--- src/rtl/sys_cmd_ctrl.sv ---
// Command-frame parser that turns UART RX bytes into register-file and ALU operations and returns results to the UART TX.
// Build option: define SYS_CTRL_ALU_EN to include the 0xCC/0xDD ALU commands and their result path.
module sys_cmd_ctrl #(
  parameter int REG_WIDTH     = 8,
  parameter int ADDR_WIDTH    = 4,
  parameter int ALU_FUN_WIDTH = 4
) (
  input  logic                     i_CLK,
  input  logic                     i_RST,
  input  logic [REG_WIDTH-1:0]     i_RX_Data,
  input  logic                     i_RX_Valid,
  output logic                     o_WrEn,
  output logic                     o_RdEn,
  output logic [ADDR_WIDTH-1:0]    o_Address,
  output logic [REG_WIDTH-1:0]     o_WrData,
  input  logic [REG_WIDTH-1:0]     i_RdData,
  input  logic                     i_RdData_Valid,
  output logic                     o_ALU_En,
  output logic [ALU_FUN_WIDTH-1:0] o_ALU_FUN,
  output logic                     o_Clk_Gate_En,
  input  logic [2*REG_WIDTH-1:0]   i_ALU_Out,
  input  logic                     i_ALU_Valid,
  output logic [REG_WIDTH-1:0]     o_TX_Data,
  output logic                     o_TX_Valid,
  input  logic                     i_TX_Busy
);

  // state    | meaning
  // IDLE     | waiting for a command byte
  // WR_ADDR  | write: waiting for address byte
  // WR_DATA  | write: waiting for data byte
  // RD_ADDR  | read: waiting for address byte
  // RD_WAIT  | read issued, waiting for register-file data
  // ALU_A    | ALU: waiting for operand A (stored at address 0)
  // ALU_B    | ALU: waiting for operand B (stored at address 1)
  // ALU_FUN  | ALU: waiting for function byte
  // ALU_WAIT | ALU enabled, waiting for result
  // TX_LO    | sending low byte of ALU result
  // TX_HI    | sending high byte of ALU result
  // TX_RD    | sending register-file read data
  localparam logic [3:0] IDLE     = 4'd0;
  localparam logic [3:0] WR_ADDR  = 4'd1;
  localparam logic [3:0] WR_DATA  = 4'd2;
  localparam logic [3:0] RD_ADDR  = 4'd3;
  localparam logic [3:0] RD_WAIT  = 4'd4;
  localparam logic [3:0] TX_RD    = 4'd11;
`ifdef SYS_CTRL_ALU_EN
  localparam logic [3:0] ALU_A    = 4'd5;
  localparam logic [3:0] ALU_B    = 4'd6;
  localparam logic [3:0] ALU_FUN  = 4'd7;
  localparam logic [3:0] ALU_WAIT = 4'd8;
  localparam logic [3:0] TX_LO    = 4'd9;
  localparam logic [3:0] TX_HI    = 4'd10;
`endif

  localparam logic [REG_WIDTH-1:0] CMD_WR     = REG_WIDTH'(8'hAA);
  localparam logic [REG_WIDTH-1:0] CMD_RD     = REG_WIDTH'(8'hBB);
`ifdef SYS_CTRL_ALU_EN
  localparam logic [REG_WIDTH-1:0] CMD_ALU_OP = REG_WIDTH'(8'hCC);
  localparam logic [REG_WIDTH-1:0] CMD_ALU_NO = REG_WIDTH'(8'hDD);
`endif

  logic [3:0]            state;
  logic [ADDR_WIDTH-1:0] addr_q;
`ifdef SYS_CTRL_ALU_EN
  logic [REG_WIDTH-1:0]  tx_hi_q;
`endif

  always_ff @(posedge i_CLK or negedge i_RST) begin
    if (!i_RST) begin
      state      <= IDLE;
      addr_q     <= '0;
      o_WrEn     <= 1'b0;
      o_RdEn     <= 1'b0;
      o_Address  <= '0;
      o_WrData   <= '0;
      o_TX_Data  <= '0;
      o_TX_Valid <= 1'b0;
`ifdef SYS_CTRL_ALU_EN
      tx_hi_q       <= '0;
      o_ALU_En      <= 1'b0;
      o_ALU_FUN     <= '0;
      o_Clk_Gate_En <= 1'b0;
`endif
    end else begin
      // register-file strobes are single-cycle by default
      o_WrEn <= 1'b0;
      o_RdEn <= 1'b0;
      case (state)
        IDLE: begin
          if (i_RX_Valid) begin
            case (i_RX_Data)
              CMD_WR:     state <= WR_ADDR;
              CMD_RD:     state <= RD_ADDR;
`ifdef SYS_CTRL_ALU_EN
              CMD_ALU_OP: state <= ALU_A;
              CMD_ALU_NO: state <= ALU_FUN;
`endif
              default:    state <= IDLE;
            endcase
          end
        end
        WR_ADDR: begin
          if (i_RX_Valid) begin
            addr_q <= i_RX_Data[ADDR_WIDTH-1:0];
            state  <= WR_DATA;
          end
        end
        WR_DATA: begin
          if (i_RX_Valid) begin
            o_WrEn    <= 1'b1;
            o_Address <= addr_q;
            o_WrData  <= i_RX_Data;
            state     <= IDLE;
          end
        end
        RD_ADDR: begin
          if (i_RX_Valid) begin
            o_RdEn    <= 1'b1;
            o_Address <= i_RX_Data[ADDR_WIDTH-1:0];
            state     <= RD_WAIT;
          end
        end
        RD_WAIT: begin
          if (i_RdData_Valid) begin
            o_TX_Data  <= i_RdData;
            o_TX_Valid <= 1'b1;
            state      <= TX_RD;
          end
        end
        TX_RD: begin
          if (!i_TX_Busy) begin
            o_TX_Valid <= 1'b0;
            state      <= IDLE;
          end
        end
`ifdef SYS_CTRL_ALU_EN
        ALU_A: begin
          if (i_RX_Valid) begin
            o_WrEn    <= 1'b1;
            o_Address <= '0;
            o_WrData  <= i_RX_Data;
            state     <= ALU_B;
          end
        end
        ALU_B: begin
          if (i_RX_Valid) begin
            o_WrEn    <= 1'b1;
            o_Address <= ADDR_WIDTH'(1);
            o_WrData  <= i_RX_Data;
            state     <= ALU_FUN;
          end
        end
        ALU_FUN: begin
          if (i_RX_Valid) begin
            o_ALU_FUN     <= i_RX_Data[ALU_FUN_WIDTH-1:0];
            o_ALU_En      <= 1'b1;
            o_Clk_Gate_En <= 1'b1;
            state         <= ALU_WAIT;
          end
        end
        ALU_WAIT: begin
          if (i_ALU_Valid) begin
            o_ALU_En      <= 1'b0;
            o_Clk_Gate_En <= 1'b0;
            o_TX_Data     <= i_ALU_Out[REG_WIDTH-1:0];
            tx_hi_q       <= i_ALU_Out[2*REG_WIDTH-1:REG_WIDTH];
            o_TX_Valid    <= 1'b1;
            state         <= TX_LO;
          end
        end
        TX_LO: begin
          // hand straight over to the high byte so valid never drops between them
          if (!i_TX_Busy) begin
            o_TX_Data <= tx_hi_q;
            state     <= TX_HI;
          end
        end
        TX_HI: begin
          if (!i_TX_Busy) begin
            o_TX_Valid <= 1'b0;
            state      <= IDLE;
          end
        end
`endif
        default: state <= IDLE;
      endcase
    end
  end

`ifndef SYS_CTRL_ALU_EN
  assign o_ALU_En      = 1'b0;
  assign o_ALU_FUN     = '0;
  assign o_Clk_Gate_En = 1'b0;

  logic unused_alu;
  assign unused_alu = ^{i_ALU_Out, i_ALU_Valid};
`endif

endmodule
--- config.mk ---
export PLATFORM = sky130hd
export DESIGN_NAME = sys_cmd_ctrl
export DESIGN_NICKNAME = d
export VERILOG_FILES = /design/src/rtl/sys_cmd_ctrl.sv
export SDC_FILE = /design/constraint.sdc
export NUM_CORES = 1
export LEC_CHECK = 0
export BUFFER_PORTS_ARGS = -buffer_cell sky130_fd_sc_hd__buf_2
export CORE_ASPECT_RATIO = 0.75
export CORE_MARGIN = 3
export CORE_UTILIZATION = 45
export CTS_CLUSTER_SIZE = 30
export DETAILED_ROUTE_END_ITERATION = 8
export PLACE_DENSITY_LB_ADDON = 0.15
export SLEW_MARGIN = 30
export SYNTH_ARGS = -nofsm -noshare
export SYNTH_HDL_FRONTEND = slang
export SYNTH_SLANG_ARGS = --single-unit
--- constraint.sdc ---
create_clock -name i_CLK -period 1.6 [get_ports i_CLK]
set_input_delay 0.08 -clock i_CLK [delete_from_list [all_inputs] [get_ports i_CLK]]
set_output_delay 0.08 -clock i_CLK [all_outputs]
set_load 0.01 [all_outputs]
==> flow_summary.yaml, run 1 <==
sta:
  hold_viol: 0
  worst_slew_pin_slew_ns: 0.6767
  hold_ws_ns: 0.02898
  finalClockSkew_ns: 0.003610
  finalSetupTns_ns: 0
  setup_violations: 0
  rsz0062_at_grt: "no"
  max-slew-margin-rel_pct: 54.88
  period_share_pct: 88.20
  max_freq_mhz: 708.7
  layout_min_cycle_time_ns: 1.411
  slew_viol_final: 0
min_path:
  holdCritPathClass: "primary input to register"
  hp-start: "i_RdData[6]"
  min_to: "o_TX_Data[6]"
  whs_path_depth: 2
critical_path:
  critPathLaunchType: "register"
  crit_type: "register to register"
  reg2reg_to: "o_Address[2]"
  required_ns: 1.79
  reg2reg_depth: 4
  path_cells: "nand2_1 > nor3_4 > o22ai_1 > o21ai_0"
  crit_slowest_cell: "dfrtp_1"
  max_stage_delay_ns: 0.54
  cp_max_fo: 9
  r2r_start: "state[0]"
  ff2ff_setup_slack_ns: 0.19
  arrival_ns: 1.60
  end_kind: "register"
place:
  io_buffers: 43
  dpl_cell_area_um2: 1652
  place_congestion: 0.7539
  dp_hpwl_um: 2198
synth:
  synthesis.instances: 111
  synth-edff-count: 0
  yosysSeqAreaShare_pct: 55.01
  yosysWarnings: 0
  synth-seq-cells: 31
  netlist_area_um2: 1410
  ys.flop_type: "dfrtp_1"
  synthDistinctLibCells: 32
  syn_avg_cell_area_um2: 12.70
  async_reset_ff_share_pct: 100.0
final_layout:
  drive_above_1_share_pct: 48.77
  final_area_um2: 1762
  multi_input_area_um2: 574.3
  mostFrequentLayoutCell: "buf_2"
  seqCellArea_um2: 775.7
  final_cell_mix: "buf_2, dfrtp_1, mux2_2, nand2_1, clkbuf_8"
  final_nets: 199
  syn_to_final_growth_pct: 24.93
  n_fill_cell: 249
  antenna_cells: 0
cts:
  insertion_delay_ns: 0.28
  cts_root_buf: "clkbuf_8"
  cts.path.max_buffers: 2
  cts_resized: 0
  cts_max_level: 2
  path_clk_slew_ns: 0.06
  cts_num_sinks: 31
  cts_tree: "done"
  cts_buffers: 5
global_routing:
  globalRouteOverflowTotal: 0
  antenna_found_initial: 0
  grt_usage_pct: 16.43
  grt_max_degree: 32
  grt_pass1_vias: 1023
  grt_pass1_wl_um: 4705
run:
  drv_cap: 0
pwr:
  powerDensity_nw_per_um2: 1077
  ir_drop_mv: 0.6986
  p_leak_nw: 0.9085
routing:
  avgRoutedWirePerCell_um: 14.31
  drc_errors: 0
  wl_um: 2833
  dr_total_vias: 1014
  drt_iter0_drc: 66
  drt.antenna.violating_nets: 0
  dr.pass1.iters: 4
  viasPerCell: 5.121
die:
  core_um2: 2803
  initial_core_util_pct: 50.31
  die_x_um: 70.64
  placement_rows: 16
  die_area_um2: 3848
  io_pins: 67
  die_h_um: 54.48
run_status:
  status: "finished clean"
==> layer usage <==
layer | vias to the layer above | track usage, % | part of all wire (%)
met4 | 0 | 5.625 | 1.2
li1 | 484 | - | -
met5 | - | 0 | 0
met3 | 4 | 7.156 | 7.8
met1 | 491 | 19.42 | 43
met2 | 35 | 27.48 | 47
==> worst max-delay path by stage <==
stage,startpoint,to,depth (start not counted)
floorplan,state[3],o_WrData[1],5
global placement,state[0],o_TX_Data[7],3
detailed placement,state[0],o_Address[2],4
CTS,state[0],o_Address[2],4
global route,state[0],o_Address[2],4
finish,state[0],o_Address[2],4
==> cells by family after synthesis <==
kind of cell | after synthesis | synth area share (%)
flip-flops | 31 | 55.01
AO/OA/AOI/OAI | 17 | 7.454
AND/OR/NAND/NOR | 27 | 14.46
XOR/XNOR | 2 | 1.242
other | 1 | 0.2659
multiplexers | 20 | 15.97
buffers and inverters | 13 | 5.590
==> state kept, by name, summed over array words and instances, names as in the netlist <==
| register | cells |
|---|---|
| addr_q | 4 |
| o_Address | 4 |
| o_RdEn | 1 |
| o_TX_Data | 8 |
| o_TX_Valid | 1 |
| o_WrData | 8 |
| o_WrEn | 1 |
| state | 4 |
==> cell type report <==
type	count	area share, %
Tap cell	36	2.557
Inverter	3	0.6392
Sequential cell	31	44.03
Timing Repair Buffer	48	14.49
Multi-Input combinational cell	72	32.60
Clock buffer	8	5.682
==> timing repair <==
| item | CTS | global route |
|---|---|---|
| hold buffers | 1 | 0 |
| buffers inserted | 0 | 0 |
| endpoints found under the hold margin | 31 | 0 |
==> through the flow <==
step | util [%] | worst slack (ns) | power [W] | cells
2_1_floorplan | - | 0.2006 | 0.001107 | 116
3_5_place_dp | 58.93 | 0.1901 | 0.001257 | 189
4_1_cts | 62.86 | 0.1766 | 0.001919 | 198
6_report | 62.86 | 0.1889 | 0.001897 | 198
3_3_place_gp | 58.93 | 0.2223 | 0.001237 | 189
5_1_grt | 62.86 | 0.05536 | 0.001996 | 198
==> synthesized netlist by cell type (all sizes together), types with 2 or more instances <==
master  instances  area share, %
dfrtp          31             55
mux2           20             16
buf            10            4.8
nand2           8            2.1
o21ai           6            2.1
nand3           5            2.1
o22ai           5            2.2
nor2            4            3.3
inv             3           0.80
a21oi           2           0.71
nand4b          2            2.3
nor3            2            1.5
==> critical path, delay by kind of cell (launching register included) <==
kind               cells  cell delay [ns]
AOI/OAI and AO/OA      2             0.29
DFF                    1             0.54
and+or+nand+nor        2             0.49
==> power by group <==
part	switching (W)	internal (W)	leakage (nW)
Combinational	0.000150	0.000151	0.442
Sequential	0.0000506	0.000887	0.415
Clock	0.000266	0.000392	0.0515
Total	0.000467	0.00143	0.909
No activity file was read; power rests on OpenSTA's default activity.
==> run 2: changes to the inputs <==
CORE_MARGIN = default   (was 3)
REMOVE_ABC_BUFFERS = 1   (was default)
==> run 2 against run 1 <==
  * Sequential share of layout area is 0.062 points lower
  * Final cell count rose by 1.0%
  * Sequential cell count unchanged
  * Fmax is 2.8% higher
  * Design area is 0.14% higher
  * Clock-buffer cell count unchanged
==> flow_summary.yaml, run 2 (same netlist as run 1, synthesis figures left out) <==
global_routing:
  grt_max_degree: 32
  antenna_found_initial: 0
  grt_usage_pct: 18.59
  grt_pass1_wl_um: 4402
  globalRouteOverflowTotal: 0
  grt_pass1_vias: 997
run_status:
  status: "finished clean"
final_layout:
  mostFrequentLayoutCell: "buf_2"
  reg_top3: "o_TX_Data x8, o_WrData x8"
  final_nets: 199
  final_cell_mix: "buf_2, dfrtp_1, mux2_2, nand2_1, clkbuf_8"
  syn_to_final_growth_pct: 25.11
  antenna_cells: 0
  drive_above_1_share_pct: 48.77
sta:
  setup_ws_ns: 0.2272
  worst_slew_pin_slew_ns: 0.6712
  hold_viol: 0
  slew_viol_final: 0
  layout_min_cycle_time_ns: 1.373
  max-slew-margin-rel_pct: 55.25
  setup_violations: 0
  finalSetupTns_ns: 0
  finalClockSkew_ns: 0.005400
  rsz0062_at_grt: "no"
  max_freq_mhz: 728.4
  period_share_pct: 85.80
routing:
  dr_total_vias: 1009
  drc_errors: 0
  dr.pass1.iters: 4
  drt.antenna.violating_nets: 0
  wl_um: 2589
  viasPerCell: 5.045
  avgRoutedWirePerCell_um: 12.95
  drt_iter0_drc: 40
cts:
  path_clk_slew_ns: 0.06
  cts_buffers: 5
  cts_max_level: 2
  cts_num_sinks: 31
  cts_tree: "done"
  insertion_delay_ns: 0.28
  cts.path.max_buffers: 2
  cts_root_buf: "clkbuf_8"
  post_cts.repair.setup_buffers: 0
die:
  die_area_um2: 3364
  placement_rows: 17
  die_h_um: 50.48
  core_um2: 2957
  initial_core_util_pct: 47.69
  die_x_um: 66.64
  io_pins: 67
place:
  place_congestion: 0.8203
  io_buffers: 43
  pre_cts_ws_ns: 0.2409
  dp_hpwl_um: 1904
critical_path:
  cp_max_fo: 9
  critPathLaunchType: "register"
  end_kind: "register"
  arrival_ns: 1.53
  crit_type: "register to register"
  required_ns: 1.76
pwr:
  clkPwrFrac_pct: 34.9
  power_switching_w: 0.0004603
  p_leak_nw: 0.9085
  ir_drop_mv: 0.9562
  seqPwrFrac_pct: 49.5
  powerDensity_nw_per_um2: 1071
  comb_power_share_pct: 15.6
  internal-power_w: 0.001429
  switching_share_pct: 24.36
min_path:
  holdCritPathClass: "primary input to register"
run:
  drv_cap: 0
## run 2: cell counts in the layout (fill, tap and decap cells not counted)
No cell type changed its count.
## run 2: worst max-delay path, cell delays in order, from the launching register on
cell,delay (ns)
dfrtp_1,0.41
nor2_4,0.15
nand3_2,0.15
nor2_8,0.20
mux2_2,0.35
## run 2: repair_timing
| action | 4_1_cts | 5_1_grt |
|---|---|---|
| gates resized for setup | 0 | 0 |
| hold buffers | 1 | 0 |
| endpoints found under the hold margin | 31 | 0 |
## run 2: metal layers
| metal | up-vias | GRT usage, % | part of all wire [%] |
|---|---|---|---|
| met1 | 478 | 22.92 | 47 |
| met3 | 5 | 7.045 | 7.3 |
| met4 | 0 | 10.28 | 1.7 |
| li1 | 487 | - | - |
| met5 | - | 0 | 0 |
| met2 | 39 | 27.95 | 44 |
## run 2: cell type report
class	count	area, µm²
Clock buffer	8	100.1
Inverter	3	11.26
Timing Repair Buffer	48	255.2
Fill cell	254	1192
Sequential cell	31	775.7
Tap cell	38	47.55
Multi-Input combinational cell	72	574.3
## run 2: worst paths after layout
check / slack [ns] / cells after the start / from / to
min reg2reg: 0.48 / 2 / o_Address[0] / o_Address[0]
min in group asynchronous: 0.39 / 2 / i_RST / o_WrData[7]
max reg2reg: 0.23 / 4 / state[3] / o_WrData[3]
max: 0.23 / 4 / state[3] / o_WrData[3]
min: 0.03 / 2 / i_RdData[0] / o_TX_Data[0]
max in group asynchronous: 0.77 / 2 / i_RST / o_WrData[2]
## run 2: power groups by stage
stage | combinational (W) | sequential [W] | clock (W)
after global placement | 0.000294 | 0.000942 | 0
after CTS | 0.000300 | 0.000937 | 0.000684
final | 0.000295 | 0.000936 | 0.000659
after floorplan | 0.000108 | 0.000988 | 0
after global routing | 0.000328 | 0.000953 | 0.000713
after detailed placement | 0.000297 | 0.000951 | 0
## run 2: per-stage QoR
stage / instance area (µm²) / instances / hold WS [ns] / power (W) / util (%)
3_3_place_gp: 1654 / 191 / 0.1465 / 0.001236 / 55.95
4_1_cts: 1764 / 200 / 0.02255 / 0.001921 / 59.67
3_5_place_dp: 1654 / 191 / 0.1600 / 0.001248 / 55.95
5_1_grt: 1764 / 200 / 0.02067 / 0.001993 / 59.67
6_report: 1764 / 200 / 0.02954 / 0.001890 / 59.67
2_1_floorplan: 1361 / 106 / -0.2156 / 0.001096 / -
==> run 3: changes to the inputs <==
BUFFER_PORTS_ARGS = -buffer_cell sky130_fd_sc_hd__buf_4   (was -buffer_cell sky130_fd_sc_hd__buf_2)
CELL_PAD_IN_SITES_DETAIL_PLACEMENT = 1   (was default)
CELL_PAD_IN_SITES_GLOBAL_PLACEMENT = 2   (was default)
CORE_UTILIZATION = 28   (was 45)
==> run 3 against run 2 <==
  * The flow now finishes with violations (design-rule violations)
  * Design area up 6.4%
  * Sequential share of layout area down 2.6 points
  * Critical path depth is 1 lower
  * Sequential cell count unchanged
  * First-iteration DRC count fell by 10%
  * Routed wire length grew 20%
  * Clock power shrank 12%
  * Clock-buffer cell count is 1 lower
  * Non-clock buffer count is the same
  * Combinational power up 22%
==> flow_summary.yaml, run 3 (same netlist as run 1, synthesis figures left out) <==
final_layout:
  final_cell_mix: "buf_4, dfrtp_1, mux2_2, nand2_1"
  n_fill_cell: 521
  syn_to_final_growth_pct: 33.10
  antenna_cells: 0
  mostFrequentLayoutCell: "buf_4"
  reg_top3: "o_TX_Data x8, o_WrData x8"
  fin_util_pct: 40.36
  drive_above_1_share_pct: 48.15
  final_nets: 199
place:
  pre_cts_ws_ns: 0.2062
  dp_hpwl_um: 2345
  place_congestion: 0.7697
  io_buffers: 43
global_routing:
  antenna_found_initial: 0
  grt_pass1_vias: 1110
  grt_pass1_wl_um: 5451
  grt_max_degree: 32
  grt_usage_pct: 13.69
  globalRouteOverflowTotal: 0
cts:
  cts_max_level: 2
  path_clk_slew_ns: 0.06
  cts_root_buf: "clkbuf_8"
  cts_buffers: 5
  cts_num_sinks: 31
  cts.path.max_buffers: 2
  cts_tree: "done"
  post_cts.repair.setup_buffers: 0
  insertion_delay_ns: 0.27
  cts_resized: 0
sta:
  setup_ws_ns: 0.1958
  finalClockSkew_ns: 0.005835
  slew_viol_final: 0
  period_share_pct: 87.76
  finalSetupTns_ns: 0
  max_freq_mhz: 712.1
  layout_min_cycle_time_ns: 1.404
  rsz0062_at_grt: "no"
  hold_ws_ns: 0.02510
  hold_viol: 0
  setup_violations: 0
critical_path:
  crit_slowest_cell: "dfrtp_1"
  end_kind: "register"
  r2r_start: "state[1]"
  path_cells: "nand3_2 > nor2_8 > mux2_2"
  critPathLaunchType: "register"
  max_stage_delay_ns: 0.53
  ff2ff_setup_slack_ns: 0.20
  crit_type: "register to register"
  cp_max_fo: 9
  arrival_ns: 1.56
  reg2reg_to: "o_WrData[4]"
  reg2reg_depth: 3
  required_ns: 1.76
die:
  io_pins: 67
  die_h_um: 63.46
  placement_rows: 21
  die_area_um2: 5327
  core_um2: 4651
  initial_core_util_pct: 30.32
  die_x_um: 83.95
routing:
  viasPerCell: 4.607
  dr.pass1.iters: 6
  drc_errors: 5
  dr_total_vias: 1009
  drt.antenna.violating_nets: 0
  wl_um: 3094
  avgRoutedWirePerCell_um: 14.13
  drt_iter0_drc: 36
min_path:
  holdCritPathClass: "primary input to register"
  hp-start: "i_RdData_Valid"
  whs_path_depth: 2
  min_to: "state[2]"
pwr:
  ir_drop_mv: 0.3778
  power.total_w: 0.001875
  p_leak_nw: 0.9204
  powerDensity_nw_per_um2: 998.8
run_status:
  status: "finished, violations left"
  violations: "design-rule violations"
run:
  drv_cap: 0
## run 3: worst max-delay path: cells and delay by family, from the launching register on
kind | cells | cell delay (ns)
multiplexers | 1 | 0.35
flip-flops | 1 | 0.53
AND/OR/NAND/NOR | 2 | 0.40
## run 3: repair_timing
action / CTS / global route
hold endpoints to repair: 31 / 0
hold buffers: 1 / 0
endpoints found under the setup margin: 0 / 0
## run 3: report_power, final
part / switching [W] / leakage [nW] / total [W] / internal, W
clock: 0.000274 / 0.0422 / 0.000578 / 0.000305
combinational: 0.000151 / 0.464 / 0.000359 / 0.000209
sequential: 0.0000507 / 0.415 / 0.000937 / 0.000886
total: 0.000475 / 0.920 / 0.00187 / 0.00140
## run 3: final cells by class
cell class	instances	area (µm²)	share of cell area, %
Tap cell	57	71.32	3.800
Clock inverter	1	5.005	0.2667
Inverter	3	11.26	0.6000
Multi-Input combinational cell	72	574.3	30.60
Timing Repair Buffer	48	362.8	19.33
Clock buffer	7	76.32	4.067
Sequential cell	31	775.7	41.33
## run 3: routing by layer
metal,track usage [%],routed length [µm]
met1,17.33,1427
met2,21.00,1415
met3,4.718,198
met4,6.466,52
met5,0,0
## run 3: worst max path at each step
stage | slack, ns | start | cells after the start | to
after CTS | 0.20 | state[1] | 3 | o_WrData[3]
after global routing | 0.09 | state[1] | 4 | o_Address[0]
after floorplan | 0.08 | state[2] | 4 | o_WrData[1]
after global placement | 0.23 | state[3] | 4 | o_WrData[4]
final | 0.20 | state[1] | 3 | o_WrData[4]
after detailed placement | 0.21 | state[1] | 3 | o_WrData[3]
## run 3: per-stage QoR
step / instance area (µm²) / cells
2_1_floorplan: 1361 / 106
3_3_place_gp: 1785 / 210
3_5_place_dp: 1785 / 210
4_1_cts: 1877 / 219
5_1_grt: 1877 / 219
6_report: 1877 / 219
